--- config.mk ---
export PLATFORM = sky130hd
export DESIGN_NAME = mem_scan_reader
export DESIGN_NICKNAME = d
export VERILOG_FILES = /design/src/rtl/mem_scan_reader.sv
export SDC_FILE = /design/constraint.sdc
export NUM_CORES = 1
export LEC_CHECK = 0
export ABC_AREA = 0
export CORE_ASPECT_RATIO = 1.4
export CORE_MARGIN = 3
export CORE_UTILIZATION = 45
export DETAILED_ROUTE_END_ITERATION = 16
export GPL_ROUTABILITY_DRIVEN = 0
export PLACE_DENSITY_LB_ADDON = 0.12
export SLEW_MARGIN = 20
export SYNTH_ARGS = -nofsm -noshare
export SYNTH_HDL_FRONTEND = slang
export SYNTH_SLANG_ARGS = --single-unit
--- constraint.sdc ---
create_clock -name clk -period 3.2 [get_ports clk]
set_clock_uncertainty 0.1 [all_clocks]
set_input_delay 0.32 -clock clk [delete_from_list [all_inputs] [get_ports clk]]
set_output_delay 0.32 -clock clk [all_outputs]
set_load 0.1 [all_outputs]
--- src/rtl/mem_scan_reader.sv ---
// mem_scan_reader: sweeps a block-RAM read port over an address window and streams the words out.
// Define SCAN_CHECKSUM_EN to build the XOR checksum of emitted words; otherwise checksum reads 0.
module mem_scan_reader #(
    parameter int WID_MEM   = 1,
    parameter int EXP_MEM   = 16,
    parameter int DEPTH_MEM = 2**16
) (
    input  logic               clk,
    input  logic               reset,
    input  logic               start,
    input  logic [EXP_MEM-1:0] base_addr,
    input  logic [EXP_MEM:0]   count,
    output logic               busy,
    output logic               done,
    output logic [EXP_MEM-1:0] raddr,
    input  logic [WID_MEM-1:0] mem_dout,
    output logic               m_valid,
    output logic [WID_MEM-1:0] m_data,
    output logic               m_last,
    input  logic               m_ready,
    output logic [WID_MEM-1:0] checksum
);

    localparam logic [1:0] S_IDLE  = 2'd0;
    localparam logic [1:0] S_RUN   = 2'd1;
    localparam logic [1:0] S_DRAIN = 2'd2;
    localparam logic [1:0] S_FIN   = 2'd3;

    localparam logic [EXP_MEM-1:0] LAST_ADDR = EXP_MEM'(DEPTH_MEM - 1);
    localparam logic [EXP_MEM:0]   CNT_ONE   = (EXP_MEM+1)'(1);

    // Explicit wrap so non-power-of-two depths return to address 0.
    function automatic logic [EXP_MEM-1:0] wrap_inc(input logic [EXP_MEM-1:0] a);
        return (a == LAST_ADDR) ? '0 : a + EXP_MEM'(1);
    endfunction

    logic [1:0]         state;
    logic [EXP_MEM:0]   rem;
    logic               vld_p0, last_p0;
    logic               vld_p1, last_p1;
    logic [WID_MEM-1:0] fifo_data [0:1];
    logic               fifo_last [0:1];
    logic               rd_ptr, wr_ptr;
    logic [1:0]         occ;

    logic       pop, accept, issue_run, issue, issue_last, capture, adv_p1, credit_ok;
    logic [2:0] load;

    assign m_valid = (occ != 2'd0);
    assign m_data  = fifo_data[rd_ptr];
    assign m_last  = m_valid & fifo_last[rd_ptr];
    assign busy    = (state != S_IDLE);
    assign done    = (state == S_FIN);

    assign pop    = m_valid & m_ready;
    assign accept = (state == S_IDLE) & start;

    // Words in the system: FIFO entries plus reads at the raddr and dout stages.
    // The memory output register acts as a third slot: a word on dout that cannot
    // be captured is held there because raddr does not move while it waits.
    assign load      = {1'b0, occ} + {2'b0, vld_p0} + {2'b0, vld_p1};
    assign credit_ok = ((load - {2'b0, pop}) < 3'd3);

    assign issue_run  = (state == S_RUN) & (rem != '0) & credit_ok;
    assign issue      = (accept & (count != '0)) | issue_run;
    assign issue_last = accept ? (count == CNT_ONE) : (rem == CNT_ONE);

    assign capture = vld_p1 & ((occ != 2'd2) | pop);
    assign adv_p1  = ~vld_p1 | capture;

    always_ff @(posedge clk) begin
        if (reset) begin
            state        <= S_IDLE;
            rem          <= '0;
            raddr        <= '0;
            vld_p0       <= 1'b0;
            last_p0      <= 1'b0;
            vld_p1       <= 1'b0;
            last_p1      <= 1'b0;
            fifo_data[0] <= '0;
            fifo_data[1] <= '0;
            fifo_last[0] <= 1'b0;
            fifo_last[1] <= 1'b0;
            rd_ptr       <= 1'b0;
            wr_ptr       <= 1'b0;
            occ          <= 2'd0;
        end else begin
            case (state)
                S_IDLE:  if (start) state <= (count == '0) ? S_FIN : S_RUN;
                S_RUN:   if ((issue_run && rem == CNT_ONE) || rem == '0) state <= S_DRAIN;
                S_DRAIN: if (pop && m_last) state <= S_FIN;
                S_FIN:   state <= S_IDLE;
                default: state <= S_IDLE;
            endcase

            if (accept)
                rem <= (count == '0) ? '0 : count - CNT_ONE;
            else if (issue_run)
                rem <= rem - CNT_ONE;

            // stage p0: address presented to the memory
            if (issue) begin
                raddr   <= accept ? base_addr : wrap_inc(raddr);
                last_p0 <= issue_last;
            end
            vld_p0 <= issue;

            // stage p1: word on mem_dout
            if (adv_p1) begin
                vld_p1  <= vld_p0;
                last_p1 <= last_p0;
            end

            // stage p2: output FIFO
            if (capture) begin
                fifo_data[wr_ptr] <= mem_dout;
                fifo_last[wr_ptr] <= last_p1;
                wr_ptr            <= ~wr_ptr;
            end
            if (pop)
                rd_ptr <= ~rd_ptr;
            occ <= occ + {1'b0, capture} - {1'b0, pop};
        end
    end

`ifdef SCAN_CHECKSUM_EN
    logic [WID_MEM-1:0] csum_q;

    always_ff @(posedge clk) begin
        if (reset)
            csum_q <= '0;
        else if (accept)
            csum_q <= '0;
        else if (pop)
            csum_q <= csum_q ^ m_data;
    end

    assign checksum = csum_q;
`else
    assign checksum = '0;
`endif

endmodule

==> metrics.md <==
| Metric | Value |
|---|---|
| Unrepaired setup endpoints after global routing | `true` |
| Synth Area per Inst | `8.33 um2` |
| Req. time, crit path | `about 3300 ps` |
| Post-DR vias/cell | `5.97` |
| Largest cells by area after synthesis | `dfxtp_1 (26%), ha_1 (4.8%), nor2_1 (4.5%), xnor2_1 (3.9%), edfxtp_1 (3.5%)` |
| Total track usage | `0.209` |
| R2r setup slk | `140 ps` |
| Number of synthesized flops with an enable pin | `4` |
| Drt pass-1 iters | `5` |
| Rel. slew slack | `0.355` |
| Die area | `between 8000 and 9000 um2` |
| Sink Count | `48` |
| Rows | `36` |
| Synth warn | `0` |
| Synth top area share | `0.259` |
| Residual DRC | `0` |
| Final hold vios | `0` |
| Diodes inserted | `0` |
| CTS clk-pin slew, worst paths | `100 ps` |
| Initial DRC count | `198` |
| Htree depth | `2` |
| Leakage | `1.56 nW` |
| Max-slew violation count | `0` |
| DRT Wirelength | `just over 9000 um` |
| Worst hold path type | `reg2reg` |
| Register area share after synthesis | `0.294` |
| Vias in the first global route | `~3100` |
| Arr. time, crit path | `between 3000 and 4000 ps` |
| Post-Layout Inst Area | `~4300 um2` |
| Final core occ | `0.594` |
| CTS Buf Count | `5` |
| Synth area leader | `dfxtp_1` |
| Root Driver | `clkbuf_8` |
| Yosys cell types | `between 70 and 80` |
| Maximum fanout along the worst path | `24` |
| Maximum vdd drop | `0.339 mV` |
| Max_cap viols | `0` |
| Asr flop ratio synth | `0` |
| Die height | `around 110 um` |
| Crit end category | `flop` |
| Synth Instances | `roughly 400` |
| Crit Path Category | `reg2reg` |
| Initial antenna violation count | `0` |
| Global-route wire length before repair | `about 15000 um` |
| R2R Path End | `raddr[3]` |
| Final setup fails | `0` |
| Syn_nets | `about 460` |
| Worst-Margin Slew | `between 900 and 1000 ps` |
| Largest net degree at the start of global routing | `41` |
| Fin crit share | `0.955` |
| Fin Setup TNS | `0 ps` |
| Max Fclk | `327 MHz` |
| Clk buf depth | `2` |
| Synth Flop Type | `dfxtp_1` |
| Congestion Overflow GR | `0` |
| Status | `finished, final reports clean` |
| Drt wl/cell | `~16 um` |
| Clock tree from TritonCTS | `yes` |
| Hold_sp | `vld_p0` |
| Reg2Reg Depth | `14` |
| Hold Path Stages | `2` |
| Share of cells above drive strength 1 | `0.174` |
| I/O pin count | `60` |
| Core ar. | `about 7200 um2` |
| Placed cell areas | `4130 um2` |
| Die W | `just under 80 um` |
| Fin nets | `about 530` |
| Cell with the most instances after synthesis | `dfxtp_1` |
| Inst Count DP | `about 560` |
| Initial Utilization | `0.476` |
| Startpoint Class | `flop` |
| Routed via count | `about 3400` |
| Fin cells | `571` |
| ANT nets after route | `0` |
| Top post-synthesis cells by count | `dfxtp_1 (44), nor2_1 (41), nand2_1 (31)` |
| Post-synthesis register bit count | `between 40 and 50` |
| PortBufs | `between 50 and 60` |
| Post-layout min period | `just over 3000 ps` |
| Hold-critical path endpoint | `vld_p1` |
| DP HPWL | `~6800 um` |
| Area Growth Syn to Fin | `24.9%` |
| Clock latency at the later pin of the worst-skew pair | `300 ps` |
| Worst r2r src | `occ[0]` |
| Mapped Area | `about 3400 um2` |
| Pwr dens | `909 nW/um2` |
[layout make-up]
type / count / area, um2
fill: 666 / 2910
timing repair buffer: 79 / 709
tap: 95 / 119
multi-input combinational: 320 / 2260
inverter: 21 / 78.8
clock inverter: 3 / 23.8
sequential: 48 / 1000
clock buffer: 5 / 68.8
[cell usage in the layout (no fill, tap or decap), drive strengths merged, types with 5 or more instances in the layout]
| master | n |
|---|---|
| a211oi | 9 |
| a21oi | 24 |
| a221oi | 7 |
| a31oi | 5 |
| and3 | 6 |
| and4 | 5 |
| buf | 39 |
| clkbuf | 5 |
| clkdlybuf4s50 | 40 |
| dfxtp | 44 |
| ha | 13 |
| inv | 20 |
| nand2 | 31 |
| nand3 | 16 |
| nand4 | 8 |
| nor2 | 41 |
| nor3 | 22 |
| nor4 | 14 |
| o21ai | 8 |
| o32ai | 5 |
| or3 | 6 |
| or4 | 8 |
| xnor2 | 15 |
| xor2 | 8 |
[routing by layer]
metal	GRT usage	vias to the layer above	wire length, um
met4	0.0909	0	229
met5	0	-	0
li1	-	1694	-
met2	0.388	94	4860
met3	0.0248	16	406
met1	0.237	1605	3650
[worst max path at each step]
stage,start,end,slack [ps]
2_1_floorplan,occ[1],rem[11],30
3_3_place_gp,m_ready,rem[12],-100
3_5_place_dp,m_ready,rem[9],-130
4_1_cts,occ[0],rem[9],80
5_1_grt,occ[0],rem[12],-40
6_report,occ[0],raddr[3],140
[flip-flops by register name, summed over array words and instances (netlist names), named ones only]
| register | cells |
|---|---|
| fifo_data | 2 |
| fifo_last | 2 |
| rd_ptr | 1 |
| occ | 2 |
| rem | 17 |
| last_p1 | 1 |
| raddr | 16 |
| wr_ptr | 1 |
| state | 2 |
| vld_p1 | 1 |
| last_p0 | 1 |
| vld_p0 | 1 |
[metrics by stage]
step	total power [mW]	hold slack, ps	setup slack [ps]
5_1_grt	4.13	429	-41.1
2_1_floorplan	2.83	340	26.3
6_report	3.87	380	143
4_1_cts	3.85	389	80.6
3_5_place_dp	3.46	365	-131
3_3_place_gp	3.43	360	-103
[where the power goes]
| part | switching (mW) | total [mW] | internal [mW] |
|---|---|---|---|
| clock | 0.221 | 0.376 | 0.155 |
| combinational | 1.57 | 2.46 | 0.885 |
| sequential | 0.241 | 1.04 | 0.796 |
| total | 2.03 | 3.87 | 1.84 |
[critical path, cell delays in order (launching register included)]
cell and delay, ps:
dfxtp_1 340, inv_2 110, nand2_8 50, and2_1 170, ha_1 290, fa_1 350, inv_1 70, fa_1 400
nand2b_1 160, and3_4 230, buf_4 120, a22oi_4 50, buf_12 190, a221oi_1 220, nor3_1 80
[timing repair]
action                     in CTS  in global routing
gates resized for setup         0                  5
hold buffers                    0                  0
setup buffers                   0                  2
setup endpoints to repair       0                  9
[cells by family after synthesis]
kind of cell,Yosys count,share of synthesized area
muxes,3,0.00918
xor gates and xnor gates,23,0.0591
and+or+nand+nor,174,0.284
other,1,0.00110
buffers and inverters,41,0.0543
AOI/OAI and AO/OA,104,0.239
DFF,48,0.294
adders and majority gates,15,0.0595
Power figures use the tool's default switching activity.
